--- src/rtl/core2axi_mo_pkg.sv ---
// rtl/core2axi_mo_pkg.sv - shared types, AXI constants and helpers for core2axi_mo
package core2axi_mo_pkg;

    typedef enum logic {
        TXN_READ  = 1'b0,
        TXN_WRITE = 1'b1
    } txn_type_e;

    localparam logic [1:0] AXI_BURST_INCR  = 2'b01;
    localparam logic [1:0] AXI_RESP_OKAY   = 2'b00;
    localparam logic [1:0] AXI_RESP_SLVERR = 2'b10;
    localparam logic [1:0] AXI_RESP_DECERR = 2'b11;

    function automatic logic [2:0] axi_size(input int data_width);
        int         bytes;
        logic [2:0] size;
        bytes = data_width / 8;
        size  = 3'd0;
        for (int i = 0; i < 8; i++) begin
            if ((1 << i) == bytes) begin
                size = 3'(i);
            end
        end
        return size;
    endfunction

endpackage

--- src/rtl/core2axi_mo_order_fifo.sv ---
// rtl/core2axi_mo_order_fifo.sv - issue-order FIFO, push and pop may coincide even when full
module core2axi_mo_order_fifo #(
    parameter int DEPTH = 2,
    parameter int WIDTH = 1,
    parameter int CNT_W = $clog2(DEPTH + 1)
) (
    input  logic             clk_i,
    input  logic             rst_ni,
    input  logic             push,
    input  logic [WIDTH-1:0] push_data,
    input  logic             pop,
    output logic [WIDTH-1:0] pop_data,
    output logic             full,
    output logic             empty,
    output logic [CNT_W-1:0] count
);

    localparam int PTR_W = (DEPTH > 1) ? $clog2(DEPTH) : 1;

    logic [WIDTH-1:0] mem [DEPTH];
    logic [PTR_W-1:0] wr_ptr;
    logic [PTR_W-1:0] rd_ptr;

    function automatic logic [PTR_W-1:0] next_ptr(input logic [PTR_W-1:0] p);
        return (p == PTR_W'(DEPTH - 1)) ? '0 : p + 1'b1;
    endfunction

    always_ff @(posedge clk_i) begin
        if (!rst_ni) begin
            wr_ptr <= '0;
            rd_ptr <= '0;
            count  <= '0;
        end else begin
            if (push) begin
                wr_ptr <= next_ptr(wr_ptr);
            end
            if (pop) begin
                rd_ptr <= next_ptr(rd_ptr);
            end
            case ({push, pop})
                2'b10:   count <= count + 1'b1;
                2'b01:   count <= count - 1'b1;
                default: count <= count;
            endcase
        end
    end

    always_ff @(posedge clk_i) begin
        if (push) begin
            mem[wr_ptr] <= push_data;
        end
    end

    assign pop_data = mem[rd_ptr];
    assign full     = (count == CNT_W'(DEPTH));
    assign empty    = (count == '0);

endmodule

--- src/rtl/core2axi_mo.sv ---
// rtl/core2axi_mo.sv - OBI core port to AXI4 single-beat bridge, multiple outstanding, in-order responses
// Optional error reporting on err_o: CORE2AXI_MO_ERR_RESP_EN
module core2axi_mo
    import core2axi_mo_pkg::*;
#(
    parameter int ADDR_WIDTH      = 32,
    parameter int DATA_WIDTH      = 32,
    parameter int ID_WIDTH        = 4,
    parameter int AXI_ID          = 0,
    parameter int MAX_OUTSTANDING = 2
) (
    input  logic                    clk_i,
    input  logic                    rst_ni,
    input  logic                    req_i,
    output logic                    gnt_o,
    input  logic [ADDR_WIDTH-1:0]   addr_i,
    input  logic                    we_i,
    input  logic [DATA_WIDTH/8-1:0] be_i,
    input  logic [DATA_WIDTH-1:0]   wdata_i,
    output logic                    rvalid_o,
    output logic [DATA_WIDTH-1:0]   rdata_o,
    output logic                    err_o,
    output logic                    aw_valid_o,
    input  logic                    aw_ready_i,
    output logic [ADDR_WIDTH-1:0]   aw_addr_o,
    output logic [ID_WIDTH-1:0]     aw_id_o,
    output logic [7:0]              aw_len_o,
    output logic [2:0]              aw_size_o,
    output logic [1:0]              aw_burst_o,
    output logic                    w_valid_o,
    input  logic                    w_ready_i,
    output logic [DATA_WIDTH-1:0]   w_data_o,
    output logic [DATA_WIDTH/8-1:0] w_strb_o,
    output logic                    w_last_o,
    input  logic                    b_valid_i,
    output logic                    b_ready_o,
    input  logic [1:0]              b_resp_i,
    input  logic [ID_WIDTH-1:0]     b_id_i,
    output logic                    ar_valid_o,
    input  logic                    ar_ready_i,
    output logic [ADDR_WIDTH-1:0]   ar_addr_o,
    output logic [ID_WIDTH-1:0]     ar_id_o,
    output logic [7:0]              ar_len_o,
    output logic [2:0]              ar_size_o,
    output logic [1:0]              ar_burst_o,
    input  logic                    r_valid_i,
    output logic                    r_ready_o,
    input  logic [DATA_WIDTH-1:0]   r_data_i,
    input  logic [1:0]              r_resp_i,
    input  logic [ID_WIDTH-1:0]     r_id_i,
    input  logic                    r_last_i
);

    localparam int STRB_W = DATA_WIDTH / 8;
    localparam int CNT_W  = $clog2(MAX_OUTSTANDING + 1);
    localparam logic [CNT_W-1:0] MAX_CNT = CNT_W'(MAX_OUTSTANDING);

    logic                  ar_pend;
    logic                  aw_pend;
    logic                  w_pend;
    logic [ADDR_WIDTH-1:0] addr_q;
    logic [DATA_WIDTH-1:0] wdata_q;
    logic [STRB_W-1:0]     be_q;

    logic                  hold_free;
    logic                  r_hs;
    logic                  b_hs;
    logic                  retire;
    txn_type_e             push_type;
    logic [0:0]            head;
    txn_type_e             head_type;
    logic                  fifo_full;
    logic                  fifo_empty;
    logic [CNT_W-1:0]      fifo_count;

    core2axi_mo_order_fifo #(
        .DEPTH (MAX_OUTSTANDING),
        .WIDTH (1),
        .CNT_W (CNT_W)
    ) u_order_fifo (
        .clk_i     (clk_i),
        .rst_ni    (rst_ni),
        .push      (gnt_o),
        .push_data (push_type),
        .pop       (retire),
        .pop_data  (head),
        .full      (fifo_full),
        .empty     (fifo_empty),
        .count     (fifo_count)
    );

    assign push_type = we_i ? TXN_WRITE : TXN_READ;
    assign head_type = txn_type_e'(head);

    // Only the oldest transaction's channel is opened, which enforces issue order on responses.
    assign r_ready_o = !fifo_empty && (head_type == TXN_READ);
    assign b_ready_o = !fifo_empty && (head_type == TXN_WRITE);
    assign r_hs      = r_valid_i & r_ready_o;
    assign b_hs      = b_valid_i & b_ready_o;
    assign retire    = r_hs | b_hs;

    // A retire frees a slot in the same cycle, so a full bridge can still grant.
    assign hold_free = !(ar_pend | aw_pend | w_pend);
    assign gnt_o     = req_i & hold_free & ((fifo_count < MAX_CNT) | retire);

    always_ff @(posedge clk_i) begin
        if (!rst_ni) begin
            ar_pend  <= 1'b0;
            aw_pend  <= 1'b0;
            w_pend   <= 1'b0;
            addr_q   <= '0;
            wdata_q  <= '0;
            be_q     <= '0;
            rvalid_o <= 1'b0;
            rdata_o  <= '0;
        end else begin
            if (gnt_o) begin
                addr_q  <= addr_i;
                wdata_q <= wdata_i;
                be_q    <= be_i;
                ar_pend <= !we_i;
                aw_pend <= we_i;
                w_pend  <= we_i;
            end else begin
                if (ar_pend && ar_ready_i) ar_pend <= 1'b0;
                if (aw_pend && aw_ready_i) aw_pend <= 1'b0;
                if (w_pend && w_ready_i)   w_pend  <= 1'b0;
            end
            rvalid_o <= retire;
            if (r_hs) begin
                rdata_o <= r_data_i;
            end
        end
    end

`ifdef CORE2AXI_MO_ERR_RESP_EN
    logic err_q;
    always_ff @(posedge clk_i) begin
        if (!rst_ni) begin
            err_q <= 1'b0;
        end else begin
            err_q <= r_hs ? r_resp_i[1] : (b_hs & b_resp_i[1]);
        end
    end
    assign err_o = err_q;

    logic unused_sig;
    assign unused_sig = ^{b_resp_i[0], r_resp_i[0], b_id_i, r_id_i, r_last_i, fifo_full};
`else
    assign err_o = 1'b0;

    logic unused_sig;
    assign unused_sig = ^{b_resp_i, r_resp_i, b_id_i, r_id_i, r_last_i, fifo_full};
`endif

    assign ar_valid_o = ar_pend;
    assign ar_addr_o  = addr_q;
    assign ar_id_o    = ID_WIDTH'(AXI_ID);
    assign ar_len_o   = 8'd0;
    assign ar_size_o  = axi_size(DATA_WIDTH);
    assign ar_burst_o = AXI_BURST_INCR;

    assign aw_valid_o = aw_pend;
    assign aw_addr_o  = addr_q;
    assign aw_id_o    = ID_WIDTH'(AXI_ID);
    assign aw_len_o   = 8'd0;
    assign aw_size_o  = axi_size(DATA_WIDTH);
    assign aw_burst_o = AXI_BURST_INCR;

    assign w_valid_o  = w_pend;
    assign w_data_o   = wdata_q;
    assign w_strb_o   = be_q;
    assign w_last_o   = 1'b1;

    stray_resp_a: assert property (@(posedge clk_i) disable iff (!rst_ni)
        fifo_empty |-> !(b_valid_i || r_valid_i));

endmodule
--- config.mk ---
export PLATFORM = sky130hd
export DESIGN_NAME = core2axi_mo
export DESIGN_NICKNAME = d
export VERILOG_FILES = /design/src/rtl/core2axi_mo_pkg.sv /design/src/rtl/core2axi_mo_order_fifo.sv /design/src/rtl/core2axi_mo.sv
export SDC_FILE = /design/constraint.sdc
export NUM_CORES = 1
export LEC_CHECK = 0
export BUFFER_PORTS_ARGS = -buffer_cell sky130_fd_sc_hd__buf_2
export CAP_MARGIN = 5
export CELL_PAD_IN_SITES_DETAIL_PLACEMENT = 1
export CELL_PAD_IN_SITES_GLOBAL_PLACEMENT = 1
export CORE_UTILIZATION = 29
export CTS_BUF_LIST = sky130_fd_sc_hd__clkbuf_16
export CTS_CLUSTER_SIZE = 10
export DETAILED_ROUTE_END_ITERATION = 16
export PLACE_DENSITY = 0.84
export SYNTH_ARGS = -nofsm -noshare
export SYNTH_HDL_FRONTEND = slang
export SYNTH_SLANG_ARGS = --single-unit
--- constraint.sdc ---
create_clock -name clk_i -period 2.5 [get_ports clk_i]
set_input_delay 0.375 -clock clk_i [delete_from_list [all_inputs] [get_ports clk_i]]
set_output_delay 0.375 -clock clk_i [all_outputs]
set_load 0.01 [all_outputs]
==> flow_summary_export.csv, run 1 <==
group,metric,value,unit
floorplan,die_w,129,um
global_routing,grt_usage,17.4,%
cells_and_area,post-route-util,38.8,%
cells_and_area,drive_above_1_share,36.6,%
cells_and_area,area_delta_synth_final,28.5,%
cts,clk_pin_slew_worst_paths,70,ps
floorplan,die_h,129,um
run_status,status,"finished, final reports clean",
drt,drc,0,
timing,finalCritPeriodShare,89.5,%
cells_and_area,fill_cells,1991,
synthesis,synthCells,569,
timing,drv_slew,0,
cts,clock_path_buffers,2,
synthesis,synth_compound_area_share,19.0,%
synthesis,synthMuxAreaShare,1.10,%
setup_path,startpoint_type,"flop",
global_routing,grt_pass1_wl,22500,um
setup_path,cpLargestDelayFamily,"simple AND/OR/NAND/NOR gates",
timing,fin_crit,2240,ps
timing,hold_violations,0,
synthesis,ys_types,32,
cells_and_area,final_common_cell,"buf_2",
setup_path,arrival,1860,ps
floorplan,start_util,30.2,%
cts,cts_resized,0,
floorplan,placementRows,45,
synthesis,yosysSeqAreaShare,48.1,%
power,ir_drop,0.451,mV
cts,cts_tree,"built",
global_routing,grt_max_degree,70,
timing,fin_skew,8.41,ps
cells_and_area,nets,880,
setup_path,r2r-end,"u_order_fifo.count[1]$_SDFFE_PN0P_",
min_path,hold_depth,2,
min_path,min_from,"w_ready_i",
setup_path,worstReg2RegStart,"w_valid_o$_SDFFE_PN0P_",
placed_design,place_area,5680,um^2
placed_design,port_buffers,247,
synthesis,synth_top_family_by_area,"compound AO/OA/AOI/OAI gates",
synthesis,yosysWarnings,0,
drt,vias_per_cell,4.67,
global_routing,grt_pass1_vias,4492,
min_path,hold_class,"input pin to flop",
setup_path,critPathCaptureType,"output port",
cts,clock-sinks,111,
setup_path,rrSetupSlack,280,ps
drt,final_antenna_net_count,0,
floorplan,ioPinCount,297,
cts,cts_inserted_buffers,9,
placed_design,place_hpwl,10200,um
power,p_leak,2.84,nW
synthesis,syn-cell-area,4660,um^2
floorplan,die_area,16600,um^2
timing,max_freq,447,MHz
timing,worst_pin_slew,681,ps
drt,routed_wl,14700,um
cells_and_area,diodes,0,
synthesis,synthAdderAreaFrac,0.268,%
setup_path,critPathKind,"flop to output port",
setup_path,reg2reg_depth,6,
cells_and_area,final_cell_mix,"247 x buf_2, 109 x dfxtp_1, 103 x a21oi_1, 70 x o21ai_0, 69 x nand2_1",
setup_path,critPathMaxStageDelay,750,ps
cts,holdBufCountCts,0,
setup_path,cpMaxStageDelayCell,"or4b_2",
drt,drt_pass1_iterations,4,
cts,htreeDepth,3,
synthesis,ys_ff_latch,111,
min_path,min_to,"w_valid_o$_SDFFE_PN0P_",
setup_path,crit_required,2120,ps
drt,via_count,4546,
floorplan,core_area,15400,um^2
setup_path,crit_path_max_fanout,5,
global_routing,antenna_found_initial,1,
global_routing,grt_overflow_total,0,
cells_and_area,fin_area,5990,um^2
timing,grt_setup_unrepaired,"no",
synthesis,synthSimpleGateAreaFrac,14.9,%
cts,cts_setup_buffers,0,
cts,cts-root-buf,"clkbuf_16",
timing,maxSlewHeadroom,54.6,%
synthesis,synth_area_leaders,"dfxtp_1 47%, buf_4 11%, a21oi_1 11%",
power,power_density,854,nW/um^2
timing,holdWs,209,ps
placed_design,place.gp.congestion,0.661,
run,timing.max_cap.violations,0,
drt,drtIter0Drc,193,
setup_path,path_cells,"or4b_2 > inv_2 > nand2_2 > inv_1 > buf_2",
synthesis,synth_top_area_cell,"dfxtp_1",
timing,setup_viol_count_final,0,
timing,tns,0,ps
cts,clock_latency,350,ps
synthesis,synth-xor-area-share,0.376,%
setup_path,path_buf_inv,3,
synthesis,synth.avg_cell_area,8.20,um^2
drt,wl_per_cell,15.1,um
synthesis,yosysTopAreaCellShare,46.8,%
==> state kept, by name, indices dropped and copies added, names as in the netlist, named ones only <==
| signal | flops |
|---|---|
| ar_addr_o | 32 |
| rdata_o | 32 |
| w_data_o | 32 |
| w_strb_o | 4 |
| u_order_fifo.count | 2 |
| u_order_fifo.mem | 2 |
| ar_valid_o | 1 |
| aw_valid_o | 1 |
| rvalid_o | 1 |
| u_order_fifo.rd_ptr | 1 |
| u_order_fifo.wr_ptr | 1 |
| w_valid_o | 1 |
==> per-stage QoR <==
stage | power, mW | worst slack (ps) | std cells
2_1_floorplan | 3.17 | 218 | 603
3_3_place_gp | 3.63 | 245 | 957
3_5_place_dp | 3.68 | 227 | 957
4_1_cts | 5.19 | 231 | 973
5_1_grt | 5.41 | 166 | 973
6_report | 5.11 | 263 | 973
==> cell usage after synthesis <==
master,count
mux2i_1,4
nand3b_1,1
or4b_1,1
conb_1,2
or3_4,1
or3_1,1
clkinv_1,1
nand2_1,69
buf_8,1
buf_4,69
edfxtp_1,2
a21oi_1,103
clkbuf_1,27
nor2b_1,3
mux2_2,1
buf_2,17
nand3_1,68
nand2_2,1
o32ai_1,1
nor2_1,4
o22ai_1,2
nand2b_1,1
xnor2_1,1
inv_1,3
and3b_1,1
ha_1,1
o21ai_0,70
dfxtp_1,109
and3_1,1
buf_6,1
xor2_1,1
inv_2,1
==> worst max-delay path by stage <==
stage | start | endpoint | slack, ps | depth (start not counted)
after CTS | w_valid_o$_SDFFE_PN0P_ | gnt_o | 230 | 5
after detailed placement | req_i | u_order_fifo.count[1]$_SDFFE_PN0P_ | 230 | 7
after global placement | req_i | u_order_fifo.count[1]$_SDFFE_PN0P_ | 240 | 7
final | w_valid_o$_SDFFE_PN0P_ | gnt_o | 260 | 5
after floorplan | flop | u_order_fifo.count[1]$_SDFFE_PN0P_ | 220 | 7
after global routing | w_valid_o$_SDFFE_PN0P_ | u_order_fifo.count[1]$_SDFFE_PN0P_ | 170 | 6
==> where the power goes <==
part,internal [mW],leakage [nW],switching (mW)
Sequential,2.01,0.909,0.124
Clock,0.832,0.152,0.668
Combinational,0.553,1.78,0.925
==> routing by layer <==
metal	vias to the layer above	track usage (%)	part of all wire, %
met5	-	0	0.088
met4	2	7.06	2.2
met3	24	5.41	7.1
met2	166	32.8	52
met1	2152	17.9	39
li1	2202	-	-
==> logic make-up (layout without fill, tap and decap cells) <==
group | count (synthesis) | count (layout)
compound gates | 176 | 176
simple gates | 152 | 152
fa+ha+maj | 1 | 1
mux | 5 | 5
xor+xnor | 2 | 2
buf+inv | 120 | 279
flops | 111 | 111
other cells | 2 | 36
==> layout make-up <==
| cell class | instances | area (um^2) | share of cell area (%) |
|---|---|---|---|
| clock buffers | 10 | 250 | 4.18 |
| multi-input cells | 372 | 1810 | 30.2 |
| repair buffers | 258 | 1340 | 22.4 |
| inverters | 5 | 20.0 | 0.334 |
| flip-flops and latches | 111 | 2240 | 37.4 |
| well taps | 211 | 264 | 4.41 |
| clock inverters | 6 | 58.8 | 0.982 |
Power figures use the tool's default switching activity.
==> run 2: changes to the inputs <==
PLACE_DENSITY = default   (was 0.84)
PLACE_DENSITY_LB_ADDON = 0.08   (was default)
==> run 2 against run 1 <==
Sequential share of layout area grew 0.094 points. Largest cell class unchanged. Total power shrank 1.9%. Maximum frequency grew 2.2%.
==> flow_summary_export.csv, run 2 (synthesis results as in run 1) <==
group,metric,value,unit
run_status,status,"finished, final reports clean",
cells_and_area,final_common_cell,"buf_2",
cells_and_area,area_delta_synth_final,28.1,%
setup_path,path_cells,"or4b_2 > buf_4 > or3_4 > inv_1",
placed_design,place_hpwl,10400,um
cts,cts_setup_buffers,0,
floorplan,die_area,16600,um^2
timing,tns,0,ps
timing,maxSlewHeadroom,56.5,%
cts,cts_tree,"built",
cts,clk_pin_slew_worst_paths,70,ps
global_routing,grt_pass1_vias,4348,
cts,clock_latency,350,ps
min_path,hold_class,"input pin to flop",
cells_and_area,nets,881,
floorplan,die_h,129,um
cells_and_area,fin_cells,976,
drt,final_antenna_net_count,0,
cts,holdBufCountCts,0,
timing,worst_pin_slew,652,ps
cells_and_area,final_cell_mix,"247 x buf_2, 109 x dfxtp_1, 103 x a21oi_1, 70 x o21ai_0, 69 x nand2_1",
setup_path,arrival,2260,ps
drt,drc,0,
power,ir_drop,0.323,mV
timing,hold_violations,0,
global_routing,grt_max_degree,71,
setup_path,critPathCaptureType,"flop",
setup_path,startpoint_type,"flop",
run,timing.max_cap.violations,0,
setup_path,cpLargestDelayFamily,"simple AND/OR/NAND/NOR gates",
floorplan,start_util,30.2,%
setup_path,path_buf_inv,2,
timing,setup_viol_count_final,0,
cts,clock-sinks,111,
timing,fin_crit,2190,ps
timing,max_freq,457,MHz
timing,fin_skew,5.52,ps
timing,setup_ws,310,ps
timing,finalCritPeriodShare,87.6,%
setup_path,critPathMaxStageDelay,700,ps
timing,grt_setup_unrepaired,"no",
cts,cts_resized,0,
placed_design,dp_cells,958,
cts,clock_path_buffers,2,
cts,htreeDepth,3,
power,power_density,839,nW/um^2
placed_design,port_buffers,247,
floorplan,die_w,129,um
power,p_leak,2.84,nW
floorplan,core_area,15400,um^2
global_routing,grt_overflow_total,0,
drt,vias_per_cell,4.67,
floorplan,ioPinCount,297,
drt,drtIter0Drc,125,
cells_and_area,post-route-util,38.7,%
global_routing,grt_pass1_wl,22700,um
cts,cts-root-buf,"clkbuf_16",
setup_path,cpMaxStageDelayCell,"or4b_2",
cells_and_area,drive_above_1_share,36.6,%
setup_path,crit_path_max_fanout,70,
floorplan,placementRows,45,
placed_design,place.gp.congestion,0.697,
cts,cts_inserted_buffers,9,
drt,drt_pass1_iterations,4,
drt,via_count,4562,
setup_path,critPathKind,"flop to flop",
placed_design,pre_cts_ws,258,ps
drt,routed_wl,15100,um
setup_path,crit_required,2570,ps
timing,holdWs,196,ps
global_routing,grt_usage,17.5,%
drt,wl_per_cell,15.5,um
global_routing,antenna_found_initial,3,
timing,drv_slew,0,
## run 2: path summary, 6_finish.rpt
kind / start / to / slack (ps) / depth (start not counted)
hold / removal: aw_ready_i / aw_valid_o$_SDFFE_PN0P_ / 200 / 2
setup / recovery: w_valid_o$_SDFFE_PN0P_ / u_order_fifo.mem[0]$_DFFE_PP_ / 310 / 4
hold reg to reg: rdata_o[29]$_SDFFE_PN0P_ / rdata_o[29]$_SDFFE_PN0P_ / 450 / 2
setup reg to reg: w_valid_o$_SDFFE_PN0P_ / u_order_fifo.mem[0]$_DFFE_PP_ / 310 / 4
## run 2: layer usage
| layer | GRT usage [%] | up-vias | share of wire, % |
|---|---|---|---|
| met5 | 0 | - | 0.073 |
| met4 | 7.34 | 2 | 1.9 |
| met3 | 5.16 | 18 | 7.6 |
| met2 | 29.8 | 162 | 50 |
| met1 | 20.6 | 2174 | 41 |
| li1 | - | 2206 | - |
## run 2: metrics by stage
step | area (um^2) | total power [mW]
final | 5980 | 5.02
after global routing | 5970 | 5.34
after CTS | 5970 | 5.11
after detailed placement | 5690 | 3.68
after global placement | 5690 | 3.62
after floorplan | 4790 | 3.17
## run 2: area by class of cell
cell class	count	area (um^2)
antenna	2	5.00
clock buffer	9	225
clock inverter	7	56.3
fill	1966	9450
inverter	5	20.0
multi-input combinational	372	1810
sequential	111	2240
tap	211	264
timing repair buffer	259	1350
## run 2: power by group
group          leakage, nW  internal (mW)  switching, mW
registers            0.909           2.01          0.131
logic                 1.78          0.550          0.911
clock network        0.149          0.763          0.649
total                 2.84           3.32           1.69
